**src/rtl/array_drain.sv**
```systemverilog
// rtl/array_drain.sv - deskews systolic-array column outputs into aligned rows and queues them in a FIFO
// Optional build macro: ARRAY_DRAIN_RELU_EN (clamp negative columns to zero before the FIFO write).
module array_drain #(
  parameter int COLS        = 4,
  parameter int ACCUM_WIDTH = 32,
  parameter int DEPTH       = 4
) (
  input  logic                          CLK,
  input  logic                          RST,
  input  logic [COLS*ACCUM_WIDTH-1:0]   Yin,
  input  logic                          Vin,
  output logic [COLS*ACCUM_WIDTH-1:0]   Yout,
  output logic                          out_valid,
  input  logic                          out_ready,
  output logic                          ovf,
  output logic [$clog2(DEPTH+1)-1:0]    count
);

  localparam int ROW_W = COLS * ACCUM_WIDTH;
  localparam int PTR_W = $clog2(DEPTH);
  localparam int CNT_W = $clog2(DEPTH + 1);
  localparam int SKEW  = COLS - 1;

  logic [SKEW-1:0]  vld_sr;
  logic             row_valid;
  logic [ROW_W-1:0] aligned_row;
  logic [ROW_W-1:0] store_row;

  logic [ROW_W-1:0] mem [DEPTH];
  logic [PTR_W-1:0] wr_ptr;
  logic [PTR_W-1:0] rd_ptr;
  logic             full;
  logic             push;
  logic             pop;
  logic             drop;

  // Valid tracker: Vin travels the same COLS-1 stages as column 0's data.
  always_ff @(posedge CLK) begin
    if (RST) begin
      vld_sr <= '0;
    end else begin
      vld_sr[0] <= Vin;
      for (int k = 1; k < SKEW; k++) begin
        vld_sr[k] <= vld_sr[k-1];
      end
    end
  end

  assign row_valid = vld_sr[SKEW-1];

  // Column j waits COLS-1-j cycles so every column of a row lands together.
  genvar gj;
  generate
    for (gj = 0; gj < COLS - 1; gj++) begin : g_skew
      localparam int NREG = COLS - 1 - gj;
      logic [ACCUM_WIDTH-1:0] dly [NREG];

      // Per-column delay line; data only, validity comes from vld_sr.
      always_ff @(posedge CLK) begin
        dly[0] <= Yin[gj*ACCUM_WIDTH +: ACCUM_WIDTH];
        for (int k = 1; k < NREG; k++) begin
          dly[k] <= dly[k-1];
        end
      end

      assign aligned_row[gj*ACCUM_WIDTH +: ACCUM_WIDTH] = dly[NREG-1];
    end
  endgenerate

  // The last column arrives latest, so it is used straight from the input.
  assign aligned_row[(COLS-1)*ACCUM_WIDTH +: ACCUM_WIDTH] =
    Yin[(COLS-1)*ACCUM_WIDTH +: ACCUM_WIDTH];

  // Row value as stored: optionally rectified per column.
  always_comb begin
    store_row = aligned_row;
`ifdef ARRAY_DRAIN_RELU_EN
    for (int c = 0; c < COLS; c++) begin
      if (aligned_row[c*ACCUM_WIDTH + ACCUM_WIDTH - 1]) begin
        store_row[c*ACCUM_WIDTH +: ACCUM_WIDTH] = '0;
      end
    end
`endif
  end

  // A full FIFO still accepts a row when the head leaves in the same cycle.
  assign out_valid = (count != '0);
  assign full      = (count == CNT_W'(DEPTH));
  assign pop       = out_valid & out_ready;
  assign push      = row_valid & (~full | pop);
  assign drop      = row_valid & full & ~pop;
  assign Yout      = out_valid ? mem[rd_ptr] : '0;

  // Row storage; entries are only visible through count, so no reset needed.
  always_ff @(posedge CLK) begin
    if (push && !RST) begin
      mem[wr_ptr] <= store_row;
    end
  end

  // Pointer, occupancy and sticky overflow bookkeeping.
  always_ff @(posedge CLK) begin
    if (RST) begin
      wr_ptr <= '0;
      rd_ptr <= '0;
      count  <= '0;
      ovf    <= 1'b0;
    end else begin
      if (push) begin
        wr_ptr <= wr_ptr + PTR_W'(1);
      end
      if (pop) begin
        rd_ptr <= rd_ptr + PTR_W'(1);
      end
      if (push && !pop) begin
        count <= count + CNT_W'(1);
      end else if (pop && !push) begin
        count <= count - CNT_W'(1);
      end
      if (drop) begin
        ovf <= 1'b1;
      end
    end
  end

endmodule
```
**config.mk**
```make
export PLATFORM = sky130hd
export DESIGN_NAME = array_drain
export DESIGN_NICKNAME = d
export VERILOG_FILES = /design/src/rtl/array_drain.sv
export SDC_FILE = /design/constraint.sdc
export NUM_CORES = 1
export LEC_CHECK = 0
export BUFFER_PORTS_ARGS = -buffer_cell sky130_fd_sc_hd__buf_2
export CAP_MARGIN = 20
export CORE_ASPECT_RATIO = 2
export CORE_UTILIZATION = 52
export CTS_CLUSTER_DIAMETER = 50
export CTS_CLUSTER_SIZE = 12
export DETAILED_ROUTE_END_ITERATION = 12
export HOLD_SLACK_MARGIN = 0.05
export PLACE_DENSITY = 0.75
export SYNTH_ARGS = -nofsm -noshare
export SYNTH_HDL_FRONTEND = slang
export SYNTH_SLANG_ARGS = --single-unit
```
**constraint.sdc**
```tcl
create_clock -name CLK -period 11 [get_ports CLK]
set_input_delay 0 -clock CLK [delete_from_list [all_inputs] [get_ports CLK]]
set_output_delay 0 -clock CLK [all_outputs]
set_load 0.1 [all_outputs]
```
==> impl_metrics.json, run 1 <==
{
  "status": "complete, no violations",
  "cts.path.max_buffers": 3,
  "cts.hold.buffers_added": 193,
  "grt_pass1_wl_um": 72100,
  "drc": 0,
  "cp_slowest_cell": "dfxtp_4",
  "antenna_cells": 0,
  "hold_path_class": "in -> reg",
  "first_pass_iters": 4,
  "crit_required_ns": 11.00,
  "avgSynthCellArea_sq_um": 22.5,
  "layout-drive-gt1-share_pct": 30.7,
  "numCtsBuffers": 70,
  "synthCells": 1060,
  "cts_tree": "yes",
  "seq_area_sq_um": 19500,
  "layout_commonest_cell": "edfxtp_1",
  "cts_setup_buffers": 0,
  "path_max_fanout": 92,
  "tightest_slew_ns": 1.00,
  "cts_resized": 0,
  "hp-start": "Yin[33]",
  "finalWeightedCongestion": 0.733,
  "rsz0062_at_grt": "false",
  "clock_latency_ns": 0.58,
  "fp.coreArea_sq_um": 45100,
  "h-tree-depth": 3,
  "die_x_um": 153,
  "ys.flop_type": "edfxtp_1",
  "min_period_ns": 3.34,
  "final-setup-viol-count": 0,
  "grt_max_degree": 93,
  "ios": 265,
  "clock-sinks": 717,
  "crit_path_max_incr_delay_ns": 0.83,
  "ys_types": 25,
  "maxSlewHeadroom_pct": 33.1,
  "yosysTopAreaCell": "edfxtp_1",
  "synth_edf_count": 512,
  "synthTopCellsByArea": "edfxtp_1 (64%), dfxtp_1 (17%), mux4_2 (12%)",
  "cap_violations": 0,
  "final_max_slew_viol_count": 0,
  "fill_cells": 2930,
  "cts-root-buf": "clkbuf_16",
  "yosysWarnings": 0,
  "synth_top_area_share_pct": 64.4,
  "hold_viol": 0,
  "crit_path_end_kind": "output pin",
  "fin_worst_skew_ns": 0.0202,
  "cp-start-kind": "flop",
  "placed_cell_area_sq_um": 25700,
  "multi_input_area_sq_um": 4010,
  "grt_overflow": 0,
  "place.port_buffers": 264,
  "syn_area_sq_um": 23900,
  "max_freq_ghz": 0.300,
  "fin_crit_sh_pct": 30.3,
  "stdcell_area_sq_um": 29700,
  "yosys_register_bits": 717,
  "via_per_inst": 5.24,
  "synth-async-reset-ratio_pct": 0,
  "worst-endpoint-arrival_ns": 3.34,
  "wl_per_cell_um": 21.3,
  "antenna_found_initial": 0,
  "crit_type": "reg -> out",
  "synth_nets": 1198,
  "final_cell_mix": "edfxtp_1 (512), buf_2 (264), dfxtp_1 (203)",
  "drt_iter0_drc": 540,
  "grt_pass1_vias": 12900,
  "die_h_um": 305,
  "rows": 110,
  "start_util_pct": 52.8,
  "ys_seq_area_share_pct": 81.6,
  "wl_um": 46300,
  "antenna_left": 0,
  "nNetsFinal": 1700,
  "clk_pin_slew_worst_paths_ns": 0.06,
  "die-area_sq_um": 46800,
  "cp_cell_sequence": "buf_12 > mux4_2 > and2_1 > buf_2",
  "dp_hpwl_um": 25300,
  "r2r-start": "count[0]",
  "grtUsageTotal_pct": 20.7,
  "vias": 11400,
  "area_growth_pct": 24.5
}
registers in the layout, indices dropped and copies added, names as in the netlist, named ones only:
name	flops
count	3
g_skew.dly	192
mem	512
ovf	1
rd_ptr	2
vld_sr	3
wr_ptr	2
critical path, delay by kind of cell (launching register included):
family / cells / cell delay (ns)
flip-flops: 1 / 0.83
AND/OR/NAND/NOR: 1 / 0.21
multiplexers: 1 / 0.60
buffers and inverters: 2 / 0.96
layer usage:
layer | up-vias | wire length, um | GRT usage, %
met1 | 5801 | 17100 | 23.0
met3 | 91 | 2140 | 3.58
met2 | 376 | 25400 | 38.4
li1 | 5135 | - | -
met4 | 0 | 1660 | 9.49
met5 | - | 0 | 0
final timing paths:
path         slack [ns]                    to  cells past startpoint
max                7.66              Yout[59]                      4
min                0.07   g_skew[1].dly[0][1]                      2
min reg2reg        0.32  g_skew[1].dly[0][62]                      0
max reg2reg        8.13            mem[2][14]                      5
logic make-up (layout without fill, tap and decap cells):
logic type                 Yosys count  count (layout)  share of synthesized area (%)
muxes                              131             131                           12.2
DFF                                717             717                           81.6
AOI/OAI and AO/OA                    5               5                          0.131
buffers and inverters               48             603                           1.63
and+or+nand+nor                    149             149                           3.88
xor gates and xnor gates             4               4                          0.147
adders and majority gates            6               6                          0.346
synth_stat cells (2+ instances only):
library cell	count
nor2_1	8
edfxtp_1	512
mux2i_1	2
or3_1	2
dfxtp_1	205
nor3b_1	4
buf_12	10
nor2b_1	3
buf_2	13
inv_1	3
mux4_2	128
xor2_1	4
ha_1	5
a21oi_1	2
nand2b_1	3
buf_6	4
clkbuf_1	17
and2_1	128
cell type report:
class	count	area share [%]
Inverter	4	0.0505
Sequential cell	717	65.6
Tap cell	560	2.36
Clock inverter	5	0.156
Timing Repair Buffer	474	11.4
Multi-Input combinational cell	295	13.5
Clock buffer	120	6.89
per-stage QoR:
step                hold WS [ns]  worst slack, ns  utilization (%)  TNS, ns  std cells
CTS                       0.0500             7.52             65.8        0       2174
global route              0.0622             7.43             65.8        0       2175
finish                    0.0725             7.66             65.8        0       2175
global placement           0.102             8.15             56.9        0       1856
detailed placement         0.104             8.13             56.9        0       1856
floorplan                 0.0277           -0.597                -  -300.07       1060
Power of run 1 is not shown: default switching activity piles up to over one toggle a cycle in this logic, so the estimate is an artifact.
==> inputs of run 2 (changes only) <==
--- a/config.mk
+++ b/config.mk
@@ -8,12 +8,12 @@
 export BUFFER_PORTS_ARGS = -buffer_cell sky130_fd_sc_hd__buf_2
 export CAP_MARGIN = 20
 export CORE_ASPECT_RATIO = 2
-export CORE_UTILIZATION = 52
+export CORE_UTILIZATION = 58
 export CTS_CLUSTER_DIAMETER = 50
 export CTS_CLUSTER_SIZE = 12
 export DETAILED_ROUTE_END_ITERATION = 12
 export HOLD_SLACK_MARGIN = 0.05
-export PLACE_DENSITY = 0.75
+export PLACE_DENSITY = 0.79
 export SYNTH_ARGS = -nofsm -noshare
 export SYNTH_HDL_FRONTEND = slang
 export SYNTH_SLANG_ARGS = --single-unit
==> constraint.sdc (replaced) <==
create_clock -name CLK -period 3.1 [get_ports CLK]
set_input_delay 0 -clock CLK [delete_from_list [all_inputs] [get_ports CLK]]
set_output_delay 0 -clock CLK [all_outputs]
set_load 0.1 [all_outputs]
==> run 2 against run 1 <==
  * Critical path depth is the same
  * Worst setup slack worse by 7.3 ns
  * Core utilization up 7.6 points
  * Global-route usage increased by 2.7 points
  * Worst hold slack worse by 0.0043 ns
  * Flip-flop and latch count unchanged
  * Sequential share of layout area increased by 0.27 points
  * Critical endpoint is now Yout[107]
==> impl_metrics.json, run 2 (synthesis results as in run 1) <==
{
  "start_util_pct": 59.1,
  "cp-start-kind": "flop",
  "hold_viol": 0,
  "clock_latency_ns": 0.57,
  "final_util_pct": 73.4,
  "r2r-start": "count[0]",
  "area_growth_pct": 24.1,
  "maxSlewHeadroom_pct": 43.4,
  "rsz0062_at_grt": "false",
  "status": "complete, no violations",
  "cts-root-buf": "clkbuf_16",
  "wl_per_cell_um": 22.3,
  "holdPathEnd": "g_skew[0].dly[0][4]",
  "max_freq_ghz": 0.369,
  "via_per_inst": 5.40,
  "nNetsFinal": 1689,
  "worst-r2r-setup-slack_ns": 0.88,
  "first_pass_iters": 4,
  "largest_register_ffs": 512,
  "min_period_ns": 2.71,
  "cp_top_family": "flip-flops",
  "cts.path.max_buffers": 3,
  "grt_pass1_vias": 12700,
  "path_max_fanout": 27,
  "grt.busiest_layer": "met2",
  "regMostFlops": "mem",
  "antenna_left": 0,
  "worst-endpoint-arrival_ns": 2.71,
  "layout-drive-gt1-share_pct": 31.4,
  "whs_path_depth": 2,
  "drc": 0,
  "die-area_sq_um": 42000,
  "final-setup-viol-count": 0,
  "die_h_um": 289,
  "rows": 104,
  "grtUsageTotal_pct": 23.4,
  "tightest_slew_ns": 0.849,
  "use_met1_pct": 25.9,
  "fin_crit_sh_pct": 87.5,
  "clk_pin_slew_worst_paths_ns": 0.06,
  "dp_hpwl_um": 26100,
  "numCtsBuffers": 69,
  "grt_max_degree": 77,
  "h-tree-depth": 3,
  "globalRouteMet2Util_pct": 43.5,
  "worst-path-buf-inv": 2,
  "crit_path_max_incr_delay_ns": 0.74,
  "fp.coreArea_sq_um": 40300,
  "cp_cell_sequence": "buf_4 > mux4_2 > and2_1 > buf_2",
  "hp-start": "Yin[4]",
  "ios": 265,
  "reg2reg_depth": 7,
  "grt_use_met3_pct": 4.39,
  "holdWs_ns": 0.0682,
  "hold_path_class": "in -> reg",
  "crit_type": "reg -> out",
  "finalWeightedCongestion": 0.734,
  "cts_setup_buffers": 0,
  "crit_required_ns": 3.10,
  "crit_path_end_kind": "output pin",
  "antenna_found_initial": 3,
  "grt_overflow": 0,
  "cap_violations": 0,
  "layout_commonest_cell": "edfxtp_1",
  "clock-sinks": 717,
  "grt_pass1_wl_um": 72600,
  "cts_tree": "yes",
  "final_max_slew_viol_count": 0,
  "final_cell_mix": "edfxtp_1 (512), buf_2 (264), dfxtp_1 (200)",
  "cp_slowest_cell": "dfxtp_4",
  "drt_iter0_drc": 538,
  "tns_ns": 0,
  "reg2reg_to": "count[2]",
  "cts_resized": 0,
  "largestRegisters": "mem (512), g_skew.dly (192)",
  "die_x_um": 145,
  "place.port_buffers": 264,
  "vias": 11500,
  "wl_um": 47500,
  "fin_worst_skew_ns": 0.0148
}
## run 2: changes by cell type in the layout (fill, tap and decap cells not counted), sizes merged
| cell | before | now |
|---|---|---|
| diode | 0 | 3 |
| clkinv | 2 | 3 |
| dlygate4sd3 | 194 | 177 |
| clkbuf | 120 | 111 |
| buf | 280 | 287 |
## run 2: worst register-to-register path, cell delays in order (launching register included)
cell     delay (ns)
dfxtp_4        0.38
o31ai_1        0.43
ha_1           0.28
inv_1          0.06
fa_1           0.37
xor2_1         0.17
or3_1          0.31
a21oi_1        0.14
## run 2: routing by layer
metal	vias up	wire, um	share of wire, %
met1	5859	16500	35
met4	0	1940	4.1
met5	-	0	0
met2	417	26600	56
met3	113	2440	5.1
li1	5113	-	-
## run 2: how the worst max path moves through the flow
| stage | endpoint | slack [ns] | depth (start not counted) |
|---|---|---|---|
| 6_report | Yout[107] | 0.39 | 4 |
| 2_1_floorplan | mem[0][0] | -1.49 | 3 |
| 3_5_place_dp | count[2] | 0.88 | 7 |
| 3_3_place_gp | Yout[41] | 0.92 | 4 |
| 4_1_cts | Yout[107] | 0.27 | 4 |
| 5_1_grt | Yout[107] | 0.21 | 4 |
## run 2: per-stage QoR
| stage | cell area, sq um | cells | setup WS [ns] |
|---|---|---|---|
| final | 29600 | 2130 | 0.386 |
| after global routing | 29600 | 2130 | 0.211 |
| after CTS | 29600 | 2126 | 0.270 |
| after detailed placement | 25900 | 1833 | 0.883 |
| after global placement | 25900 | 1833 | 0.919 |
| after floorplan | 23900 | 1060 | -1.49 |
## run 2: layout make-up
type                       count  area [sq um]
multi-input combinational    295          4060
clock buffer                 111          1880
antenna                        3          7.51
tap                          530           663
clock inverter                 6          62.6
timing repair buffer         464          3420
sequential                   717         19500
inverter                       4          15.0
fill                        2302         10700
## run 2: timing repair
item / 4_1_cts / 5_1_grt
hold endpoints to repair: 237 / 1
setup endpoints to repair: 0 / 0
hold buffers: 176 / 1
Power of run 2 is left out for the same reason.
